===== src/rtl/fp_mul_sched.sv =====
// Round-robin scheduler sharing one fixed-latency fp_mul datapath between NREQ requesters.
// One operation in flight; operands are registered onto the multiplier and the result is returned to its owner.
module fp_mul_sched #(
    parameter int unsigned NREQ    = 2,
    parameter int unsigned MUL_LAT = 1
) (
    input  logic                 clk,
    input  logic                 rst,
    input  logic [NREQ-1:0]      req_valid,
    output logic [NREQ-1:0]      req_ready,
    input  logic [32*NREQ-1:0]   req_x,
    input  logic [32*NREQ-1:0]   req_y,
    input  logic [3*NREQ-1:0]    req_rm,
    output logic [NREQ-1:0]      rsp_valid,
    input  logic [NREQ-1:0]      rsp_ready,
    output logic [31:0]          rsp_z,
    output logic [4:0]           rsp_flags,
    output logic [31:0]          mul_x,
    output logic [31:0]          mul_y,
    output logic [2:0]           mul_rm,
    input  logic [31:0]          mul_z,
    input  logic [4:0]           mul_flags,
    output logic                 busy,
    output logic [15:0]          ops_done
);

    localparam int unsigned IDX_W = (NREQ > 1) ? $clog2(NREQ) : 1;
    localparam int unsigned CNT_W = 4;

    typedef enum logic [1:0] {
        IDLE = 2'd0,
        WAIT = 2'd1,
        RESP = 2'd2
    } state_e;

    state_e             state_q;
    logic [IDX_W-1:0]   rr_q;
    logic [IDX_W-1:0]   owner_q;
    logic [CNT_W-1:0]   cnt_q;
    logic [31:0]        mul_x_q;
    logic [31:0]        mul_y_q;
    logic [2:0]         mul_rm_q;
    logic [31:0]        rsp_z_q;
    logic [4:0]         rsp_flags_q;
    logic [NREQ-1:0]    rsp_valid_q;
    logic               busy_q;
    logic [15:0]        ops_done_q;

    logic               win_found;
    logic [IDX_W-1:0]   win_idx;
    logic [IDX_W-1:0]   cand_idx;
    int unsigned        cand;
    logic [31:0]        win_x;
    logic [31:0]        win_y;
    logic [2:0]         win_rm;
    logic [IDX_W-1:0]   rr_next;

    // Round-robin search: first valid requester at or above rr, wrapping modulo NREQ.
    always_comb begin
        win_found = 1'b0;
        win_idx   = '0;
        cand      = 0;
        cand_idx  = '0;
        for (int unsigned k = 0; k < NREQ; k++) begin
            cand = 32'(rr_q) + k;
            if (cand >= NREQ) begin
                cand = cand - NREQ;
            end
            cand_idx = IDX_W'(cand);
            if (!win_found && req_valid[cand_idx]) begin
                win_found = 1'b1;
                win_idx   = cand_idx;
            end
        end
    end

    always_comb begin
        win_x  = req_x[32*win_idx +: 32];
        win_y  = req_y[32*win_idx +: 32];
        win_rm = req_rm[3*win_idx +: 3];
    end

    always_comb begin
        rr_next = win_idx + IDX_W'(1);
        if (win_idx == IDX_W'(NREQ - 1)) begin
            rr_next = '0;
        end
    end

    // Grant is only offered in IDLE and is forced low while reset is held.
    always_comb begin
        req_ready = '0;
        if (!rst && state_q == IDLE && win_found) begin
            req_ready[win_idx] = 1'b1;
        end
    end

    always_ff @(posedge clk or posedge rst) begin
        if (rst) begin
            state_q     <= IDLE;
            rr_q        <= '0;
            owner_q     <= '0;
            cnt_q       <= '0;
            mul_x_q     <= '0;
            mul_y_q     <= '0;
            mul_rm_q    <= '0;
            rsp_z_q     <= '0;
            rsp_flags_q <= '0;
            rsp_valid_q <= '0;
            busy_q      <= 1'b0;
            ops_done_q  <= '0;
        end else begin
            case (state_q)
                IDLE: begin
                    if (win_found) begin
                        mul_x_q  <= win_x;
                        mul_y_q  <= win_y;
                        mul_rm_q <= win_rm;
                        owner_q  <= win_idx;
                        rr_q     <= rr_next;
                        cnt_q    <= CNT_W'(MUL_LAT - 1);
                        busy_q   <= 1'b1;
                        state_q  <= WAIT;
                    end
                end
                WAIT: begin
                    if (cnt_q == '0) begin
                        rsp_z_q     <= mul_z;
                        rsp_flags_q <= mul_flags;
                        rsp_valid_q <= NREQ'(1) << owner_q;
                        state_q     <= RESP;
                    end else begin
                        cnt_q <= cnt_q - CNT_W'(1);
                    end
                end
                RESP: begin
                    // Only the owner's ready bit can retire the response.
                    if (rsp_ready[owner_q]) begin
                        rsp_valid_q <= '0;
                        busy_q      <= 1'b0;
                        ops_done_q  <= ops_done_q + 16'd1;
                        state_q     <= IDLE;
                    end
                end
                default: begin
                    state_q <= IDLE;
                end
            endcase
        end
    end

    assign mul_x     = mul_x_q;
    assign mul_y     = mul_y_q;
    assign mul_rm    = mul_rm_q;
    assign rsp_z     = rsp_z_q;
    assign rsp_flags = rsp_flags_q;
    assign rsp_valid = rsp_valid_q;
    assign busy      = busy_q;
    assign ops_done  = ops_done_q;

endmodule


===== config.mk =====
export PLATFORM = sky130hd
export DESIGN_NAME = fp_mul_sched
export DESIGN_NICKNAME = d
export VERILOG_FILES = /design/src/rtl/fp_mul_sched.sv
export SDC_FILE = /design/constraint.sdc
export NUM_CORES = 1
export LEC_CHECK = 0
export ABC_AREA = 1
export CAP_MARGIN = 20
export CORE_UTILIZATION = 30
export DETAILED_ROUTE_END_ITERATION = 6
export PLACE_DENSITY = 0.73
export REMOVE_ABC_BUFFERS = 1
export SYNTH_ARGS = -nofsm -noshare
export SYNTH_HDL_FRONTEND = slang
export SYNTH_SLANG_ARGS = --single-unit

===== constraint.sdc =====
create_clock -name clk -period 10.4 [get_ports clk]
set_clock_uncertainty 0.15 [all_clocks]
set_input_delay 2.08 -clock clk [delete_from_list [all_inputs] [get_ports clk]]
set_output_delay 2.08 -clock clk [all_outputs]
set_load 0.005 [all_outputs]

Word level (Yosys, flattened, before mapping). Cells that the tools add are included.

Register bits after elaboration: 131. Input bits: 177. Output and inout bits: 125. Logic and storage cells: 82.

Add/sub/neg operators: 6. Multipliers: 1. Order comparisons: 7. Eq/ne operators: 6. Shift-type cells: 4. Multiplexer cells: 28. Reductions and logical operators: 18.

Operators with widths (number): indexed part select 64 x 7 -> 32 bit (2); adder 16 x 1 -> 16 bit, second input constant (1); 2-to-1 mux 1 bit (16); AND reduction 3 bit (4); 2-to-1 mux 2 bit (5); < comparator 1 x 2 -> 1 bit, second input constant (4); 2-to-1 mux 4 bit (2); != test 2 bit, second input constant (4); one-hot mux 4 bit (2 select lines) (1); one-hot mux 2 bit (3 select lines) (1); AND reduction 2 bit (3); nonzero test 2 bit (3); indexed part select 6 x 4 -> 3 bit (1); logical AND 1 bit (4); logical NOT 4 bit (1); one-hot mux 2 bit (2 select lines) (1); subtractor 4 x 1 -> 4 bit, second input constant (1); multiplier 2 x 1 -> 3 bit, first input constant (1); adder 1 x 1 -> 2 bit, second input constant (1); equality test 2 x 1 -> 1 bit, second input constant (1); equality test 2 bit, second input constant (1); >= comparator 1 x 2 -> 1 bit, second input constant (1); >= comparator 2 bit, second input constant (1); logical NOT 1 bit (2); 7 further kinds (8).

Logic depth before layout (Yosys ltp). Gate-level depths: netlist of run 1.

Depth in word-level cells: 13. Depth in mapped cells: 9. Depth with buffers taken out: 8.

Least setup slack after synthesis of run 1. OpenSTA, ideal clock, no wires.

Kind: input to output. Start point: input port req_valid[0]. End point: output port req_ready[1]. Data arrival time: 2639 ps. Data required time: 8170 ps. Path slack: 5531 ps. Stages on the path: 6. Path buffers: 1. Cell sequence: inv_1 > o21ai_1 > nor2_2 > buf_4 > inv_1 > nor2_1.

Cells in the longest elaborated chain, start to end: 11. Elaborated cells on any way between the ends: 17. Those cells by class: order compare (2); mux (11); reduce/logical (4).

RTL lines: start, declared (RTL line 9) `input logic [NREQ-1:0] req_valid,`; 2-to-1 mux 1 bit (implied by the code) (2 in series) (RTL line 70) `if (!win_found && req_valid[cand_idx]) begin`; 2-to-1 mux 1 bit (RTL line 70); logical NOT 1 bit (RTL line 70); logical AND 1 bit (RTL line 70); 2-to-1 mux 1 bit (RTL line 70); < comparator 1 x 2 -> 1 bit (implied by the code) / >= comparator 1 bit (equally long branches) (RTL line 94) `req_ready[win_idx] = 1'b1;`; logical AND 1 bit (implied by the code) (RTL line 94); 2-to-1 mux 1 bit (implied by the code) (RTL line 94); demux 1 bit (select 1 bit) (RTL line 94); 2-to-1 mux 2 bit (*) (RTL line 93) `if (!rst && state_q == IDLE && win_found) begin`; end, declared (RTL line 10) `output logic [NREQ-1:0] req_ready,`.

Every way passes the cells marked *; elsewhere a longest branch is shown, timed or not. The select of a mux whose other input is x is not followed.

Worst setup path in the final report of run 1.
Start point: input port req_valid[1]. End point: output port req_ready[1].

The elaborated chain is that of the path after synthesis.

==> results by group, run 1 <==
Timing
  – Post-route fraction of the period consumed by the critical path: 61.8%
  – Number of pins exceeding their max-slew limit in the final report: 0
  – Setup TNS Final: 0 ps
  – Final setup violation count: 0
  – Final Hold Fails: 0
  – Worst Max-Slew Pin Slew: 909 ps
  – Clock period minus final worst setup slack: 6430 ps
  – Achievable clock frequency: 0.156 GHz
  – Setup repair after global routing missed its margin: no
  – Slew headroom: 39.4%

CTS
  – # resized after CTS: 0
  – Quantity of hold-fixing buffers added after cts: 0
  – Worst-Skew Late Latency: 410 ps
  – Post-CTS setup-driven buffer insertion count: 0
  – CTS root buffer: sky130_fd_sc_hd__clkbuf_16
  – Number of sinks on the clock net: 131
  – TritonCTS clock tree: yes
  – Clock transition at the registers of the reported paths: 60 ps
  – # H-tree levels: 4
  – Number of buffers inserted during clock tree synthesis: 17
  – Maximum root-to-sink buffer count: 2

Routing
  – Detailed-route vias per instance: 4.55
  – Post-detailed-route count of antenna-violating nets: 0
  – Routed wire length per instance: 14.5 um
  – Routed vias: 5255
  – Routed wire length: 16800 um
  – Drt initial violations: 132
  – Iteration count of the initial detailed-routing pass: 6
  – DRC errors left: 0

Critical path
  – Critical path startpoint category: input pin
  – Biggest cell delay along the critical path: 570 ps
  – Start point of the critical path: req_valid[1]
  – Required time reported for the critical path endpoint: 8170 ps
  – Critical path, cell by cell: clkdlybuf4s50_1, o21ai_1, nor2_4, buf_4, inv_1, nor2_1, clkdlybuf4s50_1
  – End point of the critical path: req_ready[1]
  – FF-to-FF End: mul_x[22]$_DFFE_PP0P_
  – Most used cell along the critical path: sky130_fd_sc_hd__clkdlybuf4s50_1
  – Largest fanout of any net on the critical path: 68
  – CP endpoint kind: primary output
  – R2r startpoint: state_q[0]$_DFFE_PP0P_
  – Crit Path Class: in -> out
  – Data arrival time of the critical path: 4200 ps
  – CP max-delay cell: sky130_fd_sc_hd__buf_4
  – Worst reg2reg path depth: 9
  – Setup slack, reg-to-reg: 7990 ps

Layout
  – Finished Cell Area: 0.00961 mm2
  – Fraction of layout cells with a size suffix above 1: 8.35%
  – Area grow syn2layout: 66.3%
  – Final layout net count: 1088
  – Number of antenna repair diodes: 0

Job
  – Max-Cap Viols: 0

Yosys
  – Distinct cells, synth: 27
  – Count of warnings emitted by yosys: 0
  – Flops & latches, synth: 131
  – Dominant cell type by area after synthesis: sky130_fd_sc_hd__dfrtp_1
  – Main flop type after synthesis: sky130_fd_sc_hd__dfrtp_1
  – Cell with the most instances after synthesis: sky130_fd_sc_hd__nand2_1
  – Async set-or-reset flop fraction in the synthesized netlist: 100%
  – Mapped cell area: 0.00578 mm2
  – Area share of the largest cell type after synthesis: 56.8%
  – Leading cell types by count after synthesis: sky130_fd_sc_hd__nand2_1 (257), sky130_fd_sc_hd__dfrtp_1 (131), sky130_fd_sc_hd__nand3_1 (78), sky130_fd_sc_hd__mux2_4 (30), sky130_fd_sc_hd__inv_1 (22)
  – EDFF count, synth: 0
  – Post-Syn Area per Cell: 9.45 um2
  – Synth Instances: 611
  – Cells taking the most area after synthesis: sky130_fd_sc_hd__dfrtp_1 (57%), sky130_fd_sc_hd__nand2_1 (17%), sky130_fd_sc_hd__mux2_4 (7.8%)
  – Share of synthesized area occupied by flip-flops and latches: 56.8%

Place
  – Post-DP HPWL: 12000 um
  – Placed cell areas: 0.00896 mm2
  – Weighted congestion reported at the end of routability-driven placement: 0.803
  – Count of port buffers added during placement: 301

Hold path
  – Worst min-delay path class: reg -> reg

Power and ir drop
  – P per Cell Area: 281 mW/mm2
  – Highest ir drop seen on vdd: 0.130 mV
  – Total power after layout: 0.00270 W
  – Leakage power of the design: 4.33 nW

Floorplan
  – Initial cell density of the core: 30.8%
  – Die height: 141 um
  – Core Footprint: 0.0188 mm2
  – Number of top-level pins: 302
  – Area of the die: 0.0198 mm2
  – Floorplan die width: 141 um
  – Total number of placement rows: 50

Global routing
  – Initial antenna violation count: 0
  – Vias in the first global route: 5284
  – Total Routing Usage GR: 17.6%
  – Global-route wire length before repair: 27100 um
  – Overflow left after global routing: 0
  – Largest net degree at the start of global routing: 73

Status
  – Run status: completed
-- kinds of logic (layout without fill, tap and decap cells) --
logic type | count (synthesis) | after routing | synth area share, %
compound gates | 13 | 13 | 1.23
xor+xnor | 10 | 10 | 1.52
fa+ha+maj | 2 | 2 | 0.433
buf+inv | 51 | 362 | 4.57
flops | 131 | 131 | 56.8
mux | 37 | 37 | 9.16
simple gates | 367 | 367 | 26.3
-- area by class of cell --
class	count	area, um2
clock inverters	13	194
well taps	234	293
clock buffers	19	453
multi-input cells	429	2250
fillers	1702	9160
repair buffers	305	3040
flip-flops and latches	131	3280
inverters	25	98.8
-- how the worst min path moves through the flow --
stage          cells after the start                  endpoint  slack (ps)                      from
2_1_floorplan                      2          rr_q$_DFFE_PP0P_         300          rr_q$_DFFE_PP0P_
3_3_place_gp                       1  rsp_flags[0]$_DFFE_PP0P_         320  rsp_flags[0]$_DFFE_PP0P_
3_5_place_dp                       2          busy$_DFFE_PP0P_         320          busy$_DFFE_PP0P_
4_1_cts                            2          busy$_DFFE_PP0P_         330          busy$_DFFE_PP0P_
5_1_grt                            1     rsp_z[27]$_DFFE_PP0P_         360     rsp_z[27]$_DFFE_PP0P_
6_report                           2          busy$_DFFE_PP0P_         330          busy$_DFFE_PP0P_
-- stage by stage --
stage / worst slack [ps] / hold WS [ps] / util, % / std cells
floorplan: 4440 / 301 / - / 585
global placement: 4010 / 324 / 47.7 / 1124
detailed placement: 3940 / 321 / 47.7 / 1124
CTS: 3950 / 335 / 51.2 / 1156
global route: 3780 / 360 / 51.2 / 1156
finish: 3970 / 329 / 51.2 / 1156
-- layout by cell type, fill, tap and decap left out --
master                            Yosys  layout
sky130_fd_sc_hd__nand2_1            257     257
sky130_fd_sc_hd__mux2_4              30      30
sky130_fd_sc_hd__nand4_1              4       4
sky130_fd_sc_hd__buf_4                1       4
sky130_fd_sc_hd__nor3_1               1       1
sky130_fd_sc_hd__nand3_4              1       1
sky130_fd_sc_hd__clkbuf_16            0      17
sky130_fd_sc_hd__nor2_4               1       2
sky130_fd_sc_hd__clkinv_2             0       1
sky130_fd_sc_hd__inv_1               22      21
sky130_fd_sc_hd__nand3b_1             2       2
sky130_fd_sc_hd__bufinv_16            0       4
sky130_fd_sc_hd__mux2_1               5       5
sky130_fd_sc_hd__ha_1                 2       2
sky130_fd_sc_hd__inv_6                0       5
sky130_fd_sc_hd__o21ai_4              0       1
sky130_fd_sc_hd__nor2_1              21      21
sky130_fd_sc_hd__o21ai_1              1       1
sky130_fd_sc_hd__o31ai_1              1       1
sky130_fd_sc_hd__o21ai_0              9       9
sky130_fd_sc_hd__xor2_1               7       7
sky130_fd_sc_hd__clkdlybuf4s50_1      0     301
sky130_fd_sc_hd__nor2_2               2       1
sky130_fd_sc_hd__inv_2                3       3
sky130_fd_sc_hd__clkinv_4             0       3
sky130_fd_sc_hd__mux2_2               2       2
sky130_fd_sc_hd__a21oi_1              1       1
sky130_fd_sc_hd__clkbuf_8             0       2
sky130_fd_sc_hd__xnor2_1              3       3
sky130_fd_sc_hd__dfrtp_1            131     131
sky130_fd_sc_hd__nand3_1             78      78
sky130_fd_sc_hd__clkinvlp_4           0       1
-- routing by layer --
layer / vias to the layer above / share of wire [%] / wire [um] / GRT usage, %
met5: - / 0 / 0 / 0
met3: 20 / 9.1 / 1540 / 6.96
li1: 2554 / - / - / -
met1: 2462 / 40 / 6640 / 20.0
met4: 0 / 2.0 / 332 / 6.18
met2: 219 / 49 / 8300 / 29.9
-- power by group --
| part | total (W) | switching (W) | leakage (nW) | internal, W |
|---|---|---|---|---|
| Clock | 0.000654 | 0.000236 | 0.315 | 0.000418 |
| Combinational | 0.00115 | 0.000461 | 2.41 | 0.000691 |
| Sequential | 0.000889 | 0.000141 | 1.60 | 0.000748 |
-- worst max-delay path, delay by kind of cell --
family	cells	cell delay, ps
buf+inv	4	1750
compound gates	1	140
simple gates	2	230
-- sequential cells by signal (all words and copies together) (netlist names) --
signal and flops:
mul_y 32, busy 1, mul_rm 3, owner_q 1, cnt_q 4, rsp_flags 5
state_q 2, ops_done 16, rr_q 1, rsp_z 32, rsp_valid 2, mul_x 32
No activity file was read; power rests on OpenSTA's default activity.
==> inputs of run 2 (changes only) <==
==> constraint.sdc (replaced) <==
create_clock -name clk -period 6.3 [get_ports clk]
set_clock_uncertainty 0.15 [all_clocks]
set_input_delay 1.26 -clock clk [delete_from_list [all_inputs] [get_ports clk]]
set_output_delay 1.26 -clock clk [all_outputs]
set_load 0.005 [all_outputs]
==> results by group, run 2 (synthesized netlist as in run 1, its figures left out) <==
Place
  – Weighted congestion reported at the end of routability-driven placement: 0.782
  – Placed cell areas: 0.00896 mm2
  – Worst slack, placed: 2030 ps
  – Post-DP HPWL: 12300 um
  – Count of port buffers added during placement: 301

CTS
  – Number of buffers inserted during clock tree synthesis: 17
  – TritonCTS clock tree: yes
  – # H-tree levels: 4
  – Post-CTS setup-driven buffer insertion count: 0
  – CTS root buffer: sky130_fd_sc_hd__clkbuf_16
  – Clock transition at the registers of the reported paths: 60 ps
  – # resized after CTS: 0
  – Number of sinks on the clock net: 131
  – Worst-Skew Late Latency: 420 ps
  – Quantity of hold-fixing buffers added after cts: 0
  – Maximum root-to-sink buffer count: 2

Power and ir drop
  – Leakage power of the design: 4.30 nW
  – Highest ir drop seen on vdd: 0.211 mV
  – P per Cell Area: 459 mW/mm2

Routing
  – Drt initial violations: 156
  – Detailed-route vias per instance: 4.52
  – DRC errors left: 0
  – Routed vias: 5223
  – Routed wire length: 17200 um
  – Routed wire length per instance: 14.9 um
  – Post-detailed-route count of antenna-violating nets: 0
  – Iteration count of the initial detailed-routing pass: 6

Layout
  – Area grow syn2layout: 65.7%
  – Number of antenna repair diodes: 0
  – Final layout net count: 1088
  – Commonest non-fill, non-tap cell in the layout: sky130_fd_sc_hd__clkdlybuf4s50_1
  – Finished Cell Area: 0.00957 mm2
  – Most frequent cells in the layout: sky130_fd_sc_hd__clkdlybuf4s50_1 (301), sky130_fd_sc_hd__nand2_1 (257), sky130_fd_sc_hd__dfrtp_1 (131)
  – Fraction of layout cells with a size suffix above 1: 8.14%
  – Utilization of the core after routing: 51.0%

Timing
  – Achievable clock frequency: 0.235 GHz
  – Setup repair after global routing missed its margin: no
  – Post-route fraction of the period consumed by the critical path: 67.6%
  – Final Hold Fails: 0
  – Clock period minus final worst setup slack: 4260 ps
  – Slew headroom: 38.5%
  – Number of pins exceeding their max-slew limit in the final report: 0
  – Worst Slack Setup Final: 2040 ps
  – Worst Max-Slew Pin Slew: 922 ps
  – WHS: 338 ps
  – Setup TNS Final: 0 ps
  – Final setup violation count: 0

Floorplan
  – Initial cell density of the core: 30.8%
  – Core Footprint: 0.0188 mm2
  – Number of top-level pins: 302
  – Die height: 141 um
  – Total number of placement rows: 50
  – Area of the die: 0.0198 mm2
  – Floorplan die width: 141 um

Global routing
  – Global-route wire length before repair: 27200 um
  – Initial antenna violation count: 0
  – Vias in the first global route: 5251
  – Overflow left after global routing: 0
  – Largest net degree at the start of global routing: 102
  – Total Routing Usage GR: 17.8%

Status
  – Run status: completed

Critical path
  – Largest fanout of any net on the critical path: 3
  – Data arrival time of the critical path: 2850 ps
  – Top cell family by delay on the critical path: buffers and inverters
  – Critical path, cell by cell: clkdlybuf4s50_1, inv_1, o21ai_1, nand2_1, nor2_1, clkdlybuf4s50_1
  – Required time reported for the critical path endpoint: 4890 ps
  – Critical path startpoint category: input pin
  – Crit Path Class: in -> out
  – CP bufs+invs: 3
  – Biggest cell delay along the critical path: 530 ps
  – Most used cell along the critical path: sky130_fd_sc_hd__clkdlybuf4s50_1
  – CP max-delay cell: sky130_fd_sc_hd__clkdlybuf4s50_1
  – CP endpoint kind: primary output

Hold path
  – Worst min-delay path class: reg -> reg

Job
  – Max-Cap Viols: 0
==> run 2: worst reg2reg max path: cells and delay by family (launching register included) <==
family	cells	cell delay (ps)
DFF	1	350
adders and majority gates	1	280
buffers and inverters	1	110
and+or+nand+nor	1	590
muxes	1	590
==> run 2: cell type report <==
| class | count | area, um2 |
|---|---|---|
| Clock buffer | 20 | 457 |
| Clock inverter | 11 | 154 |
| Fill cell | 1743 | 9200 |
| Inverter | 25 | 98.8 |
| Multi-Input combinational cell | 429 | 2250 |
| Sequential cell | 131 | 3280 |
| Tap cell | 234 | 293 |
| Timing Repair Buffer | 305 | 3040 |
==> run 2: metrics by stage <==
stage | std cells | total power [W]
floorplan | 585 | 0.00230
global placement | 1124 | 0.00336
detailed placement | 1124 | 0.00341
CTS | 1155 | 0.00446
global route | 1155 | 0.00469
finish | 1155 | 0.00440
==> run 2: final timing paths <==
path                                                from                       end  slack [ps]  depth (start not counted)
worst min register to register  rsp_flags[1]$_DFFE_PP0P_  rsp_flags[1]$_DFFE_PP0P_         340                          1
worst min-delay path            rsp_flags[1]$_DFFE_PP0P_  rsp_flags[1]$_DFFE_PP0P_         340                          1
max in group asynchronous                            rst     mul_x[22]$_DFFE_PP0P_        3660                          3
worst max register to register      cnt_q[0]$_DFFE_PP0P_  rsp_flags[1]$_DFFE_PP0P_        4100                          4
min in group asynchronous                            rst     mul_y[15]$_DFFE_PP0P_        1320                          2
worst max-delay path                        req_valid[0]              req_ready[0]        2040                          6
==> run 2: where the power goes <==
group          total [W]  internal [W]  switching (W)
combinational    0.00190       0.00114       0.000763
clock            0.00102      0.000644       0.000380
sequential       0.00147       0.00124       0.000234
total            0.00440       0.00302        0.00138
==> run 2: metal layers <==
metal  track usage [%]  wire [um]  vias up
met5                 0          0        -
met4              6.01        275        0
met3              6.45       1440       20
met2              31.8       8650      217
met1              19.6       6850     2435
li1                  -          -     2551
==> inputs of run 3 (changes only) <==
==> constraint.sdc (replaced) <==
create_clock -name clk -period 4.25 [get_ports clk]
set_clock_uncertainty 0.15 [all_clocks]
set_input_delay 0.85 -clock clk [delete_from_list [all_inputs] [get_ports clk]]
set_output_delay 0.85 -clock clk [all_outputs]
set_load 0.005 [all_outputs]
==> results by group, run 3 (synthesized netlist as in run 1, its figures left out) <==
Global routing
  – Initial antenna violation count: 0
  – Total Routing Usage GR: 17.7%
  – Vias in the first global route: 5277
  – Overflow left after global routing: 0
  – Largest net degree at the start of global routing: 76
  – Global-route wire length before repair: 27100 um

Critical path
  – CP endpoint kind: primary output
  – Largest fanout of any net on the critical path: 3
  – Most used cell along the critical path: sky130_fd_sc_hd__clkdlybuf4s50_1
  – Required time reported for the critical path endpoint: 3250 ps
  – Biggest cell delay along the critical path: 540 ps
  – Critical path startpoint category: input pin
  – CP max-delay cell: sky130_fd_sc_hd__clkdlybuf4s50_1
  – CP bufs+invs: 3
  – Top cell family by delay on the critical path: buffers and inverters
  – Data arrival time of the critical path: 2480 ps
  – Crit Path Class: in -> out
  – Critical path, cell by cell: clkdlybuf4s50_1, inv_1, o21ai_1, nand2_1, nor2_1, clkdlybuf4s50_1

Floorplan
  – Die height: 141 um
  – Total number of placement rows: 50
  – Number of top-level pins: 302
  – Area of the die: 0.0198 mm2
  – Initial cell density of the core: 30.8%
  – Floorplan die width: 141 um
  – Core Footprint: 0.0188 mm2

Timing
  – Achievable clock frequency: 0.287 GHz
  – Slew headroom: 48.1%
  – Setup repair after global routing missed its margin: no
  – Worst Slack Setup Final: 768 ps
  – Post-route fraction of the period consumed by the critical path: 81.9%
  – Clock period minus final worst setup slack: 3480 ps
  – Final Hold Fails: 0
  – Final setup violation count: 0
  – Number of pins exceeding their max-slew limit in the final report: 0
  – WHS: 335 ps
  – Worst Max-Slew Pin Slew: 779 ps

CTS
  – # H-tree levels: 4
  – Worst-Skew Late Latency: 410 ps
  – Maximum root-to-sink buffer count: 2
  – Quantity of hold-fixing buffers added after cts: 0
  – CTS root buffer: sky130_fd_sc_hd__clkbuf_16
  – Number of sinks on the clock net: 131
  – TritonCTS clock tree: yes
  – Post-CTS setup-driven buffer insertion count: 0
  – # resized after CTS: 0
  – Number of buffers inserted during clock tree synthesis: 17
  – Clock transition at the registers of the reported paths: 60 ps

Layout
  – Sequential cell area in the final layout: 0.00328 mm2
  – Area grow syn2layout: 65.6%
  – Final layout net count: 1088
  – Fraction of layout cells with a size suffix above 1: 8.13%
  – Footprint of the multi-input gates: 0.00225 mm2
  – Number of antenna repair diodes: 0
  – Commonest non-fill, non-tap cell in the layout: sky130_fd_sc_hd__clkdlybuf4s50_1
  – Layout Cells excl Fill: 1156
  – Total of fill cells in the finished design: 1731
  – Most frequent cells in the layout: sky130_fd_sc_hd__clkdlybuf4s50_1 (301), sky130_fd_sc_hd__nand2_1 (257), sky130_fd_sc_hd__dfrtp_1 (131)

Routing
  – Drt initial violations: 215
  – Post-detailed-route count of antenna-violating nets: 0
  – Routed vias: 5244
  – DRC errors left: 0
  – Routed wire length per instance: 14.6 um
  – Routed wire length: 16900 um
  – Iteration count of the initial detailed-routing pass: 6
  – Detailed-route vias per instance: 4.54

Power and ir drop
  – Highest ir drop seen on vdd: 0.286 mV
  – Total power after layout: 0.00645 W
  – Leakage power of the design: 4.29 nW
  – P per Cell Area: 675 mW/mm2

Place
  – Worst slack, placed: 753 ps
  – Count of port buffers added during placement: 301
  – Post-placement cell count: 1124
  – Post-DP HPWL: 12000 um
  – Weighted congestion reported at the end of routability-driven placement: 0.807

Status
  – Run status: completed

Hold path
  – Worst min-delay path class: reg -> reg

Job
  – Max-Cap Viols: 0
==> run 3: per-stage QoR <==
stage	utilization [%]	TNS, ps	cell area, um2
6_report	50.9	0	9560
5_1_grt	50.9	0	9560
4_1_cts	50.9	0	9560
3_5_place_dp	47.9	0	8980
3_3_place_gp	47.9	0	8980
2_1_floorplan	-	-32450	5610
==> run 3: tightest hold or removal path, cell delays in order, from the launching register on <==
cell	delay, ps
sky130_fd_sc_hd__dfrtp_1	350
sky130_fd_sc_hd__nand2_1	50
sky130_fd_sc_hd__nand2_1	50
==> run 3: area by class of cell <==
| type | instances | share of cell area [%] |
|---|---|---|
| well taps | 234 | 3.06 |
| clock inverters | 12 | 1.37 |
| clock buffers | 20 | 4.67 |
| repair buffers | 305 | 32.1 |
| multi-input cells | 429 | 23.5 |
| inverters | 25 | 1.03 |
| flip-flops and latches | 131 | 34.3 |
==> run 3: path summary, 6_finish.rpt <==
kind                            slack, ps  cells after the start                  from                  endpoint
max in group asynchronous            2380                      3                   rst      mul_y[8]$_DFFE_PP0P_
worst min-delay path                  330                      2      rr_q$_DFFE_PP0P_          rr_q$_DFFE_PP0P_
min in group asynchronous             770                      2                   rst     mul_y[15]$_DFFE_PP0P_
worst max-delay path                  770                      6          req_valid[0]              req_ready[0]
worst min register to register        330                      2      rr_q$_DFFE_PP0P_          rr_q$_DFFE_PP0P_
worst max register to register       2060                      4  cnt_q[0]$_DFFE_PP0P_  rsp_flags[0]$_DFFE_PP0P_
==> run 3: power by group <==
part / internal (W) / total [W] / switching [W] / leakage (nW)
sequential: 0.00183 / 0.00219 / 0.000356 / 1.60
combinational: 0.00170 / 0.00283 / 0.00113 / 2.42
clock: 0.000880 / 0.00144 / 0.000557 / 0.273
==> run 3: metal layers <==
layer  track usage (%)  part of all wire [%]
met1              20.2                    41
met5                 0                     0
met4              5.38                   1.7
met2              30.3                    49
met3              7.13                   8.5
==> edit 1 (settings of run 3) <==
Reset style: synchronous (`rst`), changed in one clocked block.
--- a/src/rtl/fp_mul_sched.sv
+++ b/src/rtl/fp_mul_sched.sv
@@ -95,7 +95,7 @@
         end
     end
 
-    always_ff @(posedge clk or posedge rst) begin
+    always_ff @(posedge clk) begin
         if (rst) begin
             state_q     <= IDLE;
             rr_q        <= '0;
Formal check against the unedited RTL: differs if rst is asserted again (counterexample within 4 cycles, from zero or initial values and one cycle with rst high); with rst held inactive, the same outputs for 4 cycles.
==> edit 1 against run 3 <==
  * Synthesized cell count increased by 17%
  * Worst hold slack got worse by 0.0034 ns
  * Sequential cell count unchanged
  * Area after synthesis decreased by 9.6%
  * Design area decreased by 6.8%
  * Wire length increased by 4.0%
  * Sequential share of layout area decreased by 4.9 points
  * Register-to-register slack got worse by 0.02 ns
  * Count of clock-buffer cells in the layout increased by 2
  * Cell count increased by 6.4%
  * Setup slack got worse by 0.012 ns
Power is not compared: it rests on default switching activity, and its combinational part moved more than twofold at a synthesized area within 25%.
==> edit 1: results (changes against run 3) <==
[placement]
dp_hpwl_mm = 12.1  ; +1.3%
pre_cts_ws_ns = 0.749  ; -0.00397 ns

[run_status]
status = completed

[synth]
synth_common_cells = nand2_1, nand3_1, dfxtp_1, nor2_1, o21ai_0
synth-compound-area-share_pct = 6.28  ; +5.0 points
ys_async_sr_fraction_pct = 0  ; -100 points
yosysSeqAreaShare_pct = 50.2  ; -6.5 points
yosysUniqueCellTypes = 30  ; +11%
synthTopCellsByArea = dfxtp_1, nand3_1, nand2_1
syn-instance-count = 714  ; +17%

[layout]
multi_input_area_share_pct = 25.8  ; +2.3 points
final.clkbuf_count = 22  ; +10%
nFillCells = 1589  ; -8.2%
fin_area_um2 = 8920  ; -6.8%
clk_share_pct = 6.06  ; +0.017 points

[critical_path]
r2r-end = rsp_valid[1]
cp_max_fo = 2  ; -1

[min_path]
worst_hold_startpoint = rr_q

[route]
wl_met3_mm = 1.13  ; -22%
drtIter0Drc = 398  ; +85%
wl_met2_mm = 8.54  ; +3.3%
wl_met1_mm = 7.57  ; +9.7%
vias = 5611  ; +7.0%

[floorplanning]
core_area_um2 = 16800  ; -11%

[global_routing]
grt_pass1_vias = 5319  ; +0.80%
grt_max_degree = 70  ; -7.9%

edit 1: cell types whose count changed after synthesis, moves of 14 or more:
cell,delta
o21ai_0,+36
nand3_1,+65
dfxtp_1,+131
dfrtp_1,-131
clkbuf_1,+14
nand2_1,-89
mux2_4,-30
nor2_1,+84
edit 1: report_power, final:
| part | switching, mW | internal, mW |
|---|---|---|
| Clock | 0.545 | 0.799 |
| Sequential | 0.134 | 1.50 |
| Combinational | 0.600 | 0.726 |
edit 1: worst max path at each step:
stage / slack [ns] / to / start / cells after the start
finish: 0.76 / req_ready[0] / req_valid[0] / 6
global route: 0.58 / req_ready[0] / req_valid[0] / 6
floorplan: -0.04 / req_ready[0] / rst / 3
CTS: 0.73 / req_ready[0] / req_valid[0] / 6
global placement: 0.76 / req_ready[0] / req_valid[0] / 6
detailed placement: 0.75 / req_ready[0] / req_valid[0] / 6
==> edit 2 (settings of run 3) <==
Made on the original files. Change the localparam `CNT_W` from 4 to 3.
--- a/src/rtl/fp_mul_sched.sv
+++ b/src/rtl/fp_mul_sched.sv
@@ -25,7 +25,7 @@
 );
 
     localparam int unsigned IDX_W = (NREQ > 1) ? $clog2(NREQ) : 1;
-    localparam int unsigned CNT_W = 4;
+    localparam int unsigned CNT_W = 3;
 
     typedef enum logic [1:0] {
         IDLE = 2'd0,
Check against the original RTL: same outputs for any inputs over 4 cycles, from zero or initial values and one cycle with rst high; that may be too few to reach the edited logic, so the function may still have changed.
==> edit 2 against run 3 <==
  * Wire length up 5.3%
  * Setup slack better by 0.070 ns
  * Area after synthesis down 1.6%
  * Count of clock-buffer cells in the layout down 3
  * Via count up 6.5%
  * First-iteration DRC count up 26%
  * Design area down 0.48%
  * Worst hold slack worse by 0.017 ns
  * Sequential cell count down 1
  * Total power down 2.4%
  * Global-route usage up 1.1 points
  * Critical endpoint is now req_ready[1]
  * Largest cell class unchanged
  * Largest power group unchanged
  * Highest routed layer unchanged
==> edit 2: results (changes against run 3) <==
[run_status]
status = completed

[route]
viasPerCell = 4.56  ; +0.55%
avgRoutedWirePerCell_um = 14.5  ; -0.57%
drtIter0Drc = 270  ; +26%
dr.pass1.iters = 7  ; +1

[layout]
diodes = 0  ; unchanged
final_layout_size_suffix_gt1_share_pct = 4.62  ; -3.5 points
layout.nets = 1163  ; +6.9%

[synth]
yosysUniqueCellTypes = 23  ; -15%
synth_warnings = 0  ; unchanged
ys_async_sr_fraction_pct = 100  ; unchanged
synthTopCellsByArea = dfrtp_1, nand2_1, nand3_1
yosysSeqAreaShare_pct = 57.2  ; +0.47 points
synth_common_cells = nand2_1, dfrtp_1, nand3_1, inv_1, nor2_1
yosys_most_used_dff = dfrtp_1

[placement]
portBuffers = 301  ; unchanged
gp_congestion = 0.793  ; -1.8%
dp_hpwl_mm = 12.2  ; +2.1%
placed_area_um2 = 8890  ; -1.1%
pre_cts_ws_ns = 0.841  ; +0.0888 ns

[min_path]
min_path_cells = 2  ; unchanged
hold_class = register to register

[pwr]
peakVddDrop_mv = 0.322  ; +13%
p_leak_nw = 4.37  ; +1.7%

[global_routing]
grt_first_pass_wirelength_mm = 28.8  ; +6.1%
grt_pass1_vias = 5577  ; +5.7%
antenna_found_initial = 0  ; unchanged
grt_max_degree = 69  ; -9.2%
grt_use_total_pct = 18.8  ; +1.1 points

[cts]
clkTransAtPathRegs_ns = 0.06  ; about the same
cts.path.max_buffers = 2  ; unchanged
postCtsSetupBuffers = 0  ; unchanged
htree_levels = 4  ; unchanged
cts_buffers = 17  ; unchanged
clk_latency_ns = 0.42
cts-root-buf = clkbuf_16

[critical_path]
crit_arrival_ns = 2.41  ; -0.07 ns
ff2ff_path_depth = 9  ; +5

[sta]
finalSetupTns_ns = 0  ; unchanged
worstMarginPinSlew_ns = 0.769  ; -0.00967 ns

[floorplanning]
core_area_um2 = 18300  ; -2.7%
die_area_um2 = 19500  ; -1.6%

[edit 2: cell count changes after synthesis, moves of 4 or more]
cell      change
nand3_1      +34
mux2_1        -5
mux2_4       -30
buf_6         -5
o21ai_0       -5
nand3b_1      +4
buf_2         +9
nand2_1      +82
[edit 2: layer usage]
layer	GRT usage, %	share of wire (%)
met5	0	0
met4	9.02	3.1
met3	5.26	6.5
met2	31.0	49
met1	22.5	42
[edit 2: final cells by class]
type                       instances  area, um2
fill                            1654       8750
sequential                       130       3250
timing repair buffer             308       3080
multi-input combinational        500       2170
clock buffer                      17        425
tap                              229        287
clock inverter                    14        204
inverter                          26        103
[edit 2: per-stage QoR]
step	instances	utilization (%)
floorplan	656	-
global placement	1193	48.6
detailed placement	1193	48.6
CTS	1224	52.1
global route	1224	52.1
finish	1224	52.1
[edit 2: path summary, 6_finish.rpt]
check                        startpoint      endpoint  slack, ns
hold / removal                rsp_z[27]     rsp_z[27]       0.32
hold reg to reg               rsp_z[27]     rsp_z[27]       0.32
min in group asynchronous           rst      mul_y[6]       0.80
setup / recovery           req_valid[1]  req_ready[1]       0.84
setup reg to reg               cnt_q[0]  rsp_valid[0]       2.06
max in group asynchronous           rst     mul_y[16]       2.35
[edit 2: critical path, cell delays in order]
cell,delay (ns)
clkdlybuf4s50_1,0.61
nand2_1,0.18
nor2_8,0.13
inv_1,0.06
nor2_1,0.08
clkdlybuf4s50_1,0.50
[edit 2: power by group]
part	switching [mW]	internal (mW)	total, mW
clock network	0.584	0.988	1.57
registers	0.303	1.79	2.09
logic	1.24	1.40	2.64
[edit 2: kinds of logic after synthesis]
kind of cell,synth area share (%)
flops,57.2
compound gates,1.08
fa+ha+maj,0.660
simple gates,35.1
buf+inv,4.97
xor+xnor,0.924
